===== src/rtl/coax_pkg.sv =====
// -----------------------------------------------------------------------------
// coax_pkg
// Shared types for the coax transceive sequencer: FSM state encoding, the
// transaction result codes reported on status, and the RX input mux helper.
// No ports (package).
// -----------------------------------------------------------------------------
package coax_pkg;

    typedef enum logic [2:0] {
        S_IDLE          = 3'd0,
        S_TX_WAIT       = 3'd1,
        S_TX            = 3'd2,
        S_TURNAROUND    = 3'd3,
        S_RESPONSE_WAIT = 3'd4,
        S_RECEIVE       = 3'd5,
        S_FINISH        = 3'd6
    } state_e;

    typedef enum logic [2:0] {
        STATUS_OK          = 3'd0,
        STATUS_NO_RESPONSE = 3'd1,
        STATUS_RX_ERROR    = 3'd2,
        STATUS_TX_FAULT    = 3'd3,
        STATUS_ABORTED     = 3'd4
    } status_e;

    // Line presented to the RX decoder: parked low while RX is disabled.
    function automatic logic rx_mux(input logic enable,
                                    input logic loopback,
                                    input logic tx_serial,
                                    input logic rx_serial);
        return enable & (loopback ? tx_serial : rx_serial);
    endfunction

endpackage


===== src/rtl/coax_oneshot_timer.sv =====
// -----------------------------------------------------------------------------
// coax_oneshot_timer
// Loadable one-shot down-counter shared by the sequencer's timed phases.
// A load of value N makes expired_o high during the Nth cycle after the load
// edge, so a client that acts on expired_o leaves its state on the Nth clock.
// expired_o stays high until the next load.
//
// Ports:
//   clk        system clock
//   reset      synchronous, active-high
//   load_i     load value_i (takes priority over counting)
//   value_i    timeout length in clocks
//   expired_o  timeout reached
// -----------------------------------------------------------------------------
module coax_oneshot_timer #(
    parameter int TIMER_WIDTH = 8
) (
    input  logic                   clk,
    input  logic                   reset,
    input  logic                   load_i,
    input  logic [TIMER_WIDTH-1:0] value_i,
    output logic                   expired_o
);

    localparam logic [TIMER_WIDTH-1:0] ONE = TIMER_WIDTH'(1);

    logic [TIMER_WIDTH-1:0] count_q, count_d;
    logic                   armed_q, armed_d;

    // N-1 is stored so that the zero check lands on the Nth clock.
    always_comb begin
        count_d = count_q;
        armed_d = armed_q;
        if (load_i) begin
            armed_d = 1'b1;
            count_d = (value_i == '0) ? '0 : value_i - ONE;
        end else if (armed_q && (count_q != '0)) begin
            count_d = count_q - ONE;
        end
    end

    always_ff @(posedge clk) begin
        if (reset) begin
            count_q <= '0;
            armed_q <= 1'b0;
        end else begin
            count_q <= count_d;
            armed_q <= armed_d;
        end
    end

    assign expired_o = armed_q && (count_q == '0);

endmodule


===== src/rtl/coax_transceive_sequencer.sv =====
// -----------------------------------------------------------------------------
// coax_transceive_sequencer
// Runs one half-duplex coax transaction: kick the buffered TX, blank RX while
// the line turns around, open RX for the response window, wait for the end of
// the response and report a result code. Owns the RX input mux and the RX
// flush pulse.
//
// Ports:
//   clk, reset       system clock, synchronous active-high reset
//   start            one-clock pulse, begin transaction (ignored while busy)
//   expect_response  sampled with start; 0 = finish after TX
//   loopback         sampled with start; RX fed from tx_serial
//   abort            one-clock pulse, cancel transaction
//   tx_start         one-clock pulse to coax_buffered_tx
//   tx_active        TX transmitting
//   tx_serial        TX line (loopback source)
//   rx_serial        synchronised coax RX line
//   rx_line          registered line into coax_buffered_rx
//   rx_reset         one-clock pulse, flush RX FIFO/decoder
//   rx_active        RX receiving
//   rx_error         RX error level
//   busy             state != IDLE
//   done             one-clock pulse at transaction end
//   status           result code, held until the next accepted start
//
// state           | meaning
// ----------------+------------------------------------------------------
// S_IDLE          | waiting for start
// S_TX_WAIT       | tx_start issued, waiting for tx_active (TX start timeout)
// S_TX            | transmitting; RX open only in loopback
// S_TURNAROUND    | RX blanked while the line rings down
// S_RESPONSE_WAIT | RX open, waiting for rx_active (response timeout)
// S_RECEIVE       | response in progress, collecting rx_error
// S_FINISH        | status final; done pulses on the way back to idle
// -----------------------------------------------------------------------------
module coax_transceive_sequencer
    import coax_pkg::*;
#(
    parameter int TURNAROUND_CLOCKS = 32,
    parameter int RESPONSE_TIMEOUT  = 224,
    parameter int TX_START_TIMEOUT  = 64,
    parameter int TIMER_WIDTH       = 8
) (
    input  logic       clk,
    input  logic       reset,
    input  logic       start,
    input  logic       expect_response,
    input  logic       loopback,
    input  logic       abort,
    output logic       tx_start,
    input  logic       tx_active,
    input  logic       tx_serial,
    input  logic       rx_serial,
    output logic       rx_line,
    output logic       rx_reset,
    input  logic       rx_active,
    input  logic       rx_error,
    output logic       busy,
    output logic       done,
    output logic [2:0] status
);

    localparam logic [TIMER_WIDTH-1:0] TURNAROUND_LOAD = TIMER_WIDTH'(TURNAROUND_CLOCKS);
    localparam logic [TIMER_WIDTH-1:0] RESPONSE_LOAD   = TIMER_WIDTH'(RESPONSE_TIMEOUT);
    localparam logic [TIMER_WIDTH-1:0] TX_START_LOAD   = TIMER_WIDTH'(TX_START_TIMEOUT);

    state_e  state_q, state_d;
    status_e status_q, status_d;

    logic expect_q, expect_d;
    logic loopback_q, loopback_d;
    logic seen_q, seen_d;
    logic rx_err_q, rx_err_d;
    logic rx_enable_q, rx_enable_d;
    logic rx_active_prev_q;
    logic tx_start_q, tx_start_d;
    logic rx_reset_q, rx_reset_d;
    logic done_q, done_d;
    logic rx_line_q, rx_line_d;

    logic                   timer_load;
    logic [TIMER_WIDTH-1:0] timer_value;
    logic                   timer_expired;
    logic                   rx_rise;

    coax_oneshot_timer #(
        .TIMER_WIDTH (TIMER_WIDTH)
    ) u_timer (
        .clk       (clk),
        .reset     (reset),
        .load_i    (timer_load),
        .value_i   (timer_value),
        .expired_o (timer_expired)
    );

    assign rx_rise = rx_active && !rx_active_prev_q;

    always_comb begin
        state_d     = state_q;
        status_d    = status_q;
        expect_d    = expect_q;
        loopback_d  = loopback_q;
        seen_d      = seen_q;
        rx_err_d    = rx_err_q;
        rx_enable_d = rx_enable_q;
        tx_start_d  = 1'b0;
        rx_reset_d  = 1'b0;
        done_d      = 1'b0;
        timer_load  = 1'b0;
        timer_value = '0;

        case (state_q)
            S_IDLE: begin
                rx_enable_d = 1'b0;
                if (start) begin
                    expect_d    = expect_response;
                    loopback_d  = loopback;
                    status_d    = STATUS_OK;
                    seen_d      = 1'b0;
                    rx_err_d    = 1'b0;
                    tx_start_d  = 1'b1;
                    rx_reset_d  = 1'b1;
                    timer_load  = 1'b1;
                    timer_value = TX_START_LOAD;
                    state_d     = S_TX_WAIT;
                end
            end

            S_TX_WAIT: begin
                if (tx_active) begin
                    rx_enable_d = loopback_q;
                    state_d     = S_TX;
                end else if (timer_expired) begin
                    status_d = STATUS_TX_FAULT;
                    state_d  = S_FINISH;
                end
            end

            S_TX: begin
                rx_enable_d = loopback_q;
                if (loopback_q && rx_rise) begin
                    seen_d = 1'b1;
                end
                if (!tx_active) begin
                    if (loopback_q) begin
                        // A response already under way (including one that
                        // starts on this very clock) is followed to its end.
                        if (rx_active) begin
                            state_d = S_RECEIVE;
                        end else begin
                            status_d = seen_q ? STATUS_OK : STATUS_NO_RESPONSE;
                            state_d  = S_FINISH;
                        end
                    end else if (!expect_q) begin
                        status_d    = STATUS_OK;
                        rx_enable_d = 1'b0;
                        state_d     = S_FINISH;
                    end else begin
                        rx_enable_d = 1'b0;
                        timer_load  = 1'b1;
                        timer_value = TURNAROUND_LOAD;
                        state_d     = S_TURNAROUND;
                    end
                end
            end

            S_TURNAROUND: begin
                rx_enable_d = 1'b0;
                if (timer_expired) begin
                    rx_enable_d = 1'b1;
                    timer_load  = 1'b1;
                    timer_value = RESPONSE_LOAD;
                    state_d     = S_RESPONSE_WAIT;
                end
            end

            S_RESPONSE_WAIT: begin
                if (rx_active) begin
                    state_d = S_RECEIVE;
                end else if (timer_expired) begin
                    status_d    = STATUS_NO_RESPONSE;
                    rx_enable_d = 1'b0;
                    state_d     = S_FINISH;
                end
            end

            S_RECEIVE: begin
                rx_err_d = rx_err_q || rx_error;
                if (!rx_active) begin
                    status_d = (rx_err_q || rx_error) ? STATUS_RX_ERROR : STATUS_OK;
                    state_d  = S_FINISH;
                end
            end

            S_FINISH: begin
                rx_enable_d = 1'b0;
                done_d      = 1'b1;
                state_d     = S_IDLE;
            end

            default: begin
                rx_enable_d = 1'b0;
                state_d     = S_IDLE;
            end
        endcase

        // Abort overrides every other decision, including a coincident expiry.
        if (abort && (state_q != S_IDLE) && (state_q != S_FINISH)) begin
            status_d    = STATUS_ABORTED;
            rx_enable_d = 1'b0;
            rx_reset_d  = 1'b1;
            timer_load  = 1'b0;
            state_d     = S_FINISH;
        end

        rx_line_d = rx_mux(rx_enable_d, loopback_d, tx_serial, rx_serial);
    end

    always_ff @(posedge clk) begin
        if (reset) begin
            state_q          <= S_IDLE;
            status_q         <= STATUS_OK;
            expect_q         <= 1'b0;
            loopback_q       <= 1'b0;
            seen_q           <= 1'b0;
            rx_err_q         <= 1'b0;
            rx_enable_q      <= 1'b0;
            rx_active_prev_q <= 1'b0;
            tx_start_q       <= 1'b0;
            rx_reset_q       <= 1'b0;
            done_q           <= 1'b0;
            rx_line_q        <= 1'b0;
        end else begin
            state_q          <= state_d;
            status_q         <= status_d;
            expect_q         <= expect_d;
            loopback_q       <= loopback_d;
            seen_q           <= seen_d;
            rx_err_q         <= rx_err_d;
            rx_enable_q      <= rx_enable_d;
            rx_active_prev_q <= rx_active;
            tx_start_q       <= tx_start_d;
            rx_reset_q       <= rx_reset_d;
            done_q           <= done_d;
            rx_line_q        <= rx_line_d;
        end
    end

    assign tx_start = tx_start_q;
    assign rx_reset = rx_reset_q;
    assign done     = done_q;
    assign rx_line  = rx_line_q;
    assign busy     = (state_q != S_IDLE);
    assign status   = status_q;

endmodule

===== config.mk =====
export PLATFORM = sky130hd
export DESIGN_NAME = coax_transceive_sequencer
export DESIGN_NICKNAME = d
export VERILOG_FILES = /design/src/rtl/coax_pkg.sv /design/src/rtl/coax_oneshot_timer.sv /design/src/rtl/coax_transceive_sequencer.sv
export SDC_FILE = /design/constraint.sdc
export NUM_CORES = 1
export LEC_CHECK = 0
export CAP_MARGIN = 30
export CORE_ASPECT_RATIO = 0.6
export CORE_MARGIN = 3
export CORE_UTILIZATION = 55
export DETAILED_ROUTE_END_ITERATION = 8
export PLACE_DENSITY = 0.79
export RECOVER_POWER = 25
export SLEW_MARGIN = 10
export SYNTH_ARGS = -nofsm -noshare
export SYNTH_HDL_FRONTEND = slang
export SYNTH_SLANG_ARGS = --single-unit

===== constraint.sdc =====
create_clock -name clk -period 3.1 [get_ports clk]
set_clock_uncertainty 0.15 [all_clocks]
set_input_delay 0.62 -clock clk [delete_from_list [all_inputs] [get_ports clk]]
set_output_delay 0.62 -clock clk [all_outputs]
set_load 0.005 [all_outputs]

# Word level (Yosys, flattened, before mapping)
# Index checks and enable logic that the tools add are counted.
# totals
output_inout_bits,8
wordCells,132
in_bits,11
ff_bits,25
# classes
reduce_logical,26
n_addsub,2
muxes,59
bitwise,1
n_eq_ne,28
# op_table
cell,n
3-bit 2-to-1 mux,21
"3-bit inequality test, second input constant",11
8-bit 2-to-1 mux,4
8-bit one-hot mux with 3 select lines,1
1-bit 2-to-1 mux,21
10-bit AND reduction,2
6-bit 2-to-1 mux,3
"2-bit inequality test, second input constant",9
3-bit one-hot mux with 6 select lines,1
8-bit logical NOT,2
"8-bit by 1-bit subtractor with 8-bit output, second input constant",2
3-bit one-hot mux with 5 select lines,1
"3-bit == test, second input constant",3
"4-bit inequality test, second input constant",2
4-bit AND reduction,2
8-bit nonzero test,1
7-bit 2-to-1 mux,1
"3-bit by 2-bit == test with 1-bit output, second input constant",2
1-bit logical AND,6
2-bit nonzero test,3
6-bit nonzero test,1
1-bit one-hot mux with 5 select lines,1
5-bit nonzero test,1
2-bit 2-to-1 mux,2
other kinds (11),13

# Logic depth before layout (Yosys ltp)
# Gate-level depths: netlist of the first run.
# depth
depth_word,7
mapped_depth,11

# Cells and area by module
# A second synthesis of the first run with hierarchy kept.
# unflattened
hier_cells,238
hier_area_um2,1875.5
# modules_own_cells
mod,n_inst,area_each_um2,cells_each
coax_transceive_sequencer,1,1132.3,146
coax_oneshot_timer,1,743.2,92

# Worst setup path before layout of the first run
# Ideal clock, no wire load.
# synth_timing
kind,flip-flop to flip-flop
start,register u_timer.count_q[2]
end,register u_timer.count_q[4]
slack_ns,0.864
setup_time_ns,0.091
arrival_ns,1.995
stages_incl_launch_ff,10
required_time_ns,2.859
path_buffers,2
cell_sequence,dfxtp_1 -> buf_6 -> nor4_4 -> and4_1 -> buf_4 -> a21oi_1 -> ha_1 -> ha_1 -> o211a_1 -> a311oi_1
# synth_via
elab_chain_cells,7
elab_cells_between_ends,15
# synth_lines
element,line_no,text
"start, declared",coax_oneshot_timer.sv:27,"logic [TIMER_WIDTH-1:0] count_q, count_d;"
"start signal, assigned",coax_oneshot_timer.sv:47,count_q <= count_d;
8-bit logical NOT,coax_oneshot_timer.sv:52,assign expired_o = armed_q && (count_q == '0);
1-bit logical AND,coax_oneshot_timer.sv:52,
8-bit 2-to-1 mux,coax_transceive_sequencer.sv:169,if (timer_expired) begin
8-bit one-hot mux with 3 select lines,coax_transceive_sequencer.sv:112,case (state_q)
8-bit logical NOT,coax_oneshot_timer.sv:36,count_d = (value_i == '0) ? '0 : value_i - ONE;
8-bit 2-to-1 mux,coax_oneshot_timer.sv:36,
8-bit 2-to-1 mux,coax_oneshot_timer.sv:34,if (load_i) begin
# Several ways; a longest one is shown, not always the timed one. The select of a mux whose other input is x is not followed.
# A chain may end at the register's enable or synchronous reset.

# Worst setup path after layout of the first run
# layout_timing
start,register u_timer.count_q[0]
end,register u_timer.count_q[2]
# Same word-level chain as after synthesis.

==> flow_summary.ini, run 1 <==
[min_path]
hold_class = reg -> reg
hold_depth = 2
min_from = status[2]$_SDFFE_PP0P_
min_to = status[2]$_SDFFE_PP0P_

[sta]
maxSlewViolCount = 0
rsz0062_at_grt = false
tightest_slew_ps = 725.5
period_share_pct = 85.94
final_hold_viol_count = 0
max_slew_margin_pct = 51.34
fmax_ghz = 0.3753
min_period_ps = 2664
final.setup.tns_ps = 0
setup_viol = 0

[setup_path]
critPathLaunchType = register
r2r_cells = 9
endpoint_kind = register
worstPathMaxFanout = 7
rr_startpoint = u_timer.count_q[0]$_SDFFE_PP0P_
crit_type = reg -> reg
rrSetupSlack_ps = 440
cp.required_ps = 3130
worst_ep_arrival_time_ps = 2700
reg2reg_to = u_timer.count_q[2]$_SDFFE_PP0P_

[floorplan]
boundaryPins = 19
fp.dieW_um = 76.51
die_y_um = 48.30
initial_core_util_pct = 61.61
dieArea_um2 = 3695
rows = 14
coreArea_um2 = 2663

[finish]
final_nets = 227
antenna_cells = 0
stdcell_count = 250
largest_register = u_timer.count_q
area_delta_synth_final_pct = 16.09
drive_above_1_share_pct = 11.90
largest_reg_flops = 8

[synth]
netlist_instances = 193
seq_area_frac_synth_pct = 30.51
synth.top_cells.by_count = 25 x dfxtp_1, 13 x a21oi_1, 13 x nand2_1, 11 x nor2_1, 9 x inv_1
synth.ff_latch_count = 25
yosysMostFrequentCell = dfxtp_1
yosysTopAreaCell = dfxtp_1
yosysUniqueCellTypes = 61
async_reset_ff_share_pct = 0
avgSynthCellArea_um2 = 8.499
synth_top_area_share_pct = 30.51
ys_top_cells_by_area = dfxtp_1 31%, a21oi_1 4.0%, ha_1 3.8%
syn_nets = 209
synth_ff_type = dfxtp_1
synth_warnings = 0
syn_area_um2 = 1640
synth-edff-count = 0

[drt]
ant_nets = 0
wl_mm = 4.186
first_pass_iters = 4
viasPerCell = 6.316
drcViolationCount = 0
routedWlPerCell_um = 16.74
drt_iter0_drc = 207
via_count = 1579

[outcome]
status = complete, no violations

[placement]
dp_hpwl_mm = 3.140
gp_congestion = 0.9564
dp_cells = 246
io_buffer_count = 18

[cts]
clock-root-buffer = clkbuf_8
numClockSinks = 25
clock_latency_ps = 270
cts_hold_buf = 0
cts_tree = yes
cts_resized = 0
numCtsBuffers = 3
htree_num_levels = 1
clk_pin_slew_ps = 90
cts_setup_buffers = 0
clock_path_buffers = 2

[global_route]
antenna_found_initial = 0
grt_pass1_vias = 1383
grtUsageTotal_pct = 22.51
grt_pass1_wl_mm = 6.817
grt-ovfl-total = 0
grt_max_degree = 22

[power]
total_power_mw = 1.725
p_per_area_nw_per_um2 = 905.9
p_leak_nw = 0.7005
ir_drop_v = 0.0004766

[job]
maxCapViolCount = 0
[kinds of logic after synthesis]
logic type / share of synthesized area, %
AND/OR/NAND/NOR: 27.23
flip-flops: 30.51
AO/OA/AOI/OAI: 25.33
multiplexers: 5.111
XOR/XNOR: 1.602
adder cells (fa/ha/maj): 3.814
buffers and inverters: 6.407
[worst max path at each step]
stage / startpoint / end / slack, ps / cells past startpoint
final: u_timer.count_q[0]$_SDFFE_PP0P_ / u_timer.count_q[2]$_SDFFE_PP0P_ / 440 / 9
after global routing: u_timer.count_q[0]$_SDFFE_PP0P_ / u_timer.count_q[2]$_SDFFE_PP0P_ / 220 / 9
after CTS: u_timer.count_q[0]$_SDFFE_PP0P_ / u_timer.count_q[2]$_SDFFE_PP0P_ / 440 / 9
after detailed placement: tx_active / u_timer.count_q[2]$_SDFFE_PP0P_ / 290 / 7
after global placement: tx_active / u_timer.count_q[4]$_SDFFE_PP0P_ / 400 / 7
after floorplan: u_timer.count_q[2]$_SDFFE_PP0P_ / u_timer.count_q[4]$_SDFFE_PP0P_ / 860 / 9
[worst max-delay path: stages, from the launching register on]
cell      delay (ps)
dfxtp_1          350
inv_1            120
ha_1             220
and4bb_1         350
and4_1           410
a21oi_1           80
ha_1             230
ha_1             240
o211a_1          170
a211oi_1         240
[final cells by class]
type / instances / area, um2
Clock buffer: 3 / 41.29
Clock inverter: 1 / 7.507
Fill cell: 230 / 758.2
Inverter: 11 / 41.29
Multi-Input combinational cell: 145 / 1035
Sequential cell: 25 / 500.5
Tap cell: 40 / 50.05
Timing Repair Buffer: 25 / 229.0
[layout by cell type, fill, tap and decap left out, types with 6 or more instances in the layout]
cell type	synthesis	routed
a211oi_1	8	8
a21oi_1	13	13
buf_4	1	6
clkdlybuf4s50_1	0	15
dfxtp_1	25	25
inv_1	9	9
nand2_1	13	13
nor2_1	11	11
nor2b_1	7	7
nor3_1	7	7
o21ai_0	7	7
[layer usage]
layer / up-vias / global-route usage, % / wire, um
met2: 96 / 30.61 / 1731
met4: 0 / 4.518 / 21
met1: 725 / 35.65 / 1905
met3: 4 / 4.815 / 528
met5: - / 0 / 0
li1: 754 / - / -
[through the flow]
step | cell area (um2) | hold WS [ps] | worst slack [ps] | util, %
4_1_cts | 1908 | 324.3 | 442.5 | 71.66
5_1_grt | 1904 | 346.8 | 222.3 | 71.52
2_1_floorplan | 1640 | 294.7 | 864.3 | -
3_5_place_dp | 1859 | 310.9 | 287.4 | 69.83
6_report | 1904 | 318.3 | 435.7 | 71.52
3_3_place_gp | 1859 | 292.7 | 401.8 | 69.83
[power breakdown]
group | leakage, nW | total (mW) | internal (mW) | switching [mW]
registers | 0.205 | 0.526 | 0.408 | 0.118
logic | 0.474 | 1.00 | 0.457 | 0.545
clock network | 0.0217 | 0.198 | 0.0912 | 0.107
total | 0.701 | 1.73 | 0.956 | 0.770
Note: power is estimated with default switching activity, not from simulation.
==> inputs of run 2 (changes only) <==
PLACE_DENSITY = 0.88   (was 0.79)
SKIP_CTS_REPAIR_TIMING = 1   (was not set)
==> flow_summary.ini, run 2 (synthesized netlist as in run 1, its figures left out) <==
[finish]
final_nets = 229
drive_above_1_share_pct = 12.26
antenna_cells = 0
stdcell_count = 252
area_delta_synth_final_pct = 16.63
layout_commonest_cell = dfxtp_1
finish.utilization_pct = 71.85
layout_common_cells = 25 x dfxtp_1, 16 x clkdlybuf4s50_1, 13 x a21oi_1, 13 x nand2_1, 11 x nor2_1
largest_reg_flops = 8
largest_register = u_timer.count_q

[sta]
max_slew_margin_pct = 59.50
period_share_pct = 93.02
tightest_slew_ps = 606.2
min_period_ps = 2883
rsz0062_at_grt = false
setup_viol = 0
final_hold_viol_count = 0
final.setup.tns_ps = 0
maxSlewViolCount = 0
fmax_ghz = 0.3468

[power]
p_per_area_nw_per_um2 = 915.9
clock_power_share_pct = 11.6
combPwrFrac_pct = 58.1
ir_drop_v = 0.0004011
internal_power_mw = 0.9638
p_seq_share_pct = 30.3
p_sw_share_pct = 45.00
p_leak_nw = 0.7059
power.switching_mw = 0.7884

[cts]
numCtsBuffers = 3
cts_tree = yes
clock-root-buffer = clkbuf_8
numClockSinks = 25
clk_pin_slew_ps = 100
htree_num_levels = 1
clock_latency_ps = 290
clock_path_buffers = 2

[global_route]
grtUsageTotal_pct = 24.91
antenna_found_initial = 0
top_usage_layer = met2
grt_max_degree = 21
grt_use_met3_pct = 7.222
use_met2_pct = 38.48
grt_pass1_vias = 1471
grt_pass1_wl_mm = 7.272
grt-ovfl-total = 0
grtUsageMet1_pct = 33.37

[drt]
routedWlPerCell_um = 17.60
viasPerCell = 6.460
ant_nets = 0
drcViolationCount = 0
wl_mm = 4.436
first_pass_iters = 5
drt_iter0_drc = 208
via_count = 1628

[setup_path]
critPathLaunchType = register
crit_family = buffers and inverters
max_stage_delay_ps = 480
cp_cell_sequence = clkbuf_1 -> nor3_1 -> inv_1 -> clkdlybuf4s50_1
rr_startpoint = state_q[1]$_SDFFE_PP0P_
endpoint_kind = output port
worst-path-buf-inv = 3
worst_path_max_delay_cell = nor3_1
worstPathMaxFanout = 13
cp-startpoint = state_q[1]$_SDFFE_PP0P_
worst_ep_arrival_time_ps = 2110
crit_type = reg -> out
cp.required_ps = 2330

[floorplan]
initial_core_util_pct = 61.61
coreArea_um2 = 2663
dieArea_um2 = 3695
boundaryPins = 19
fp.dieW_um = 76.51
rows = 14
die_y_um = 48.30

[min_path]
hold_class = reg -> reg
min_from = status[1]$_SDFFE_PP0P_

[placement]
gp_congestion = 0.9080
dp_cells = 248
io_buffer_count = 18
dp_hpwl_mm = 3.365

[job]
maxCapViolCount = 0

[outcome]
status = complete, no violations
## run 2: final cells by class
| class | instances | area [um2] |
|---|---|---|
| multi-input combinational | 145 | 1035 |
| fill | 217 | 749.5 |
| sequential | 25 | 500.5 |
| timing repair buffer | 27 | 240.2 |
| tap | 40 | 50.05 |
| clock buffer | 3 | 41.29 |
| inverter | 11 | 41.29 |
| clock inverter | 1 | 5.005 |
## run 2: routing by layer
metal	part of all wire, %	vias to the layer above
li1	-	765
met5	0	-
met4	2.7	0
met3	10	18
met2	43	106
met1	44	739
## run 2: power by group through the flow
stage	combinational (mW)	sequential, mW	clock [mW]
6_report	1.02	0.531	0.203
3_3_place_gp	0.939	0.520	0
2_1_floorplan	0.731	0.474	0
5_1_grt	1.10	0.540	0.225
4_1_cts	1.00	0.525	0.205
3_5_place_dp	0.992	0.532	0
## run 2: final timing paths
check / end / slack, ps / cells after the start
min reg2reg: status[1]$_SDFFE_PP0P_ / 320 / 2
max reg2reg: u_timer.count_q[5]$_SDFFE_PP0P_ / 340 / 6
max: busy / 220 / 4
min: status[1]$_SDFFE_PP0P_ / 320 / 2
## run 2: stage by stage
step / worst slack [ps] / power (mW) / hold slack [ps] / cell area, um2
global route: 168.3 / 1.863 / 349.8 / 1913
CTS: 430.3 / 1.731 / 325.4 / 1921
detailed placement: 240.0 / 1.524 / 312.1 / 1874
finish: 216.5 / 1.752 / 322.2 / 1913
floorplan: 864.3 / 1.205 / 294.7 / 1640
global placement: 447.0 / 1.459 / 292.7 / 1874
## run 2: worst min-delay path: stages (launching register included)
cell and delay (ps):
dfxtp_1 320, nand3_1 60, mux2i_1 50
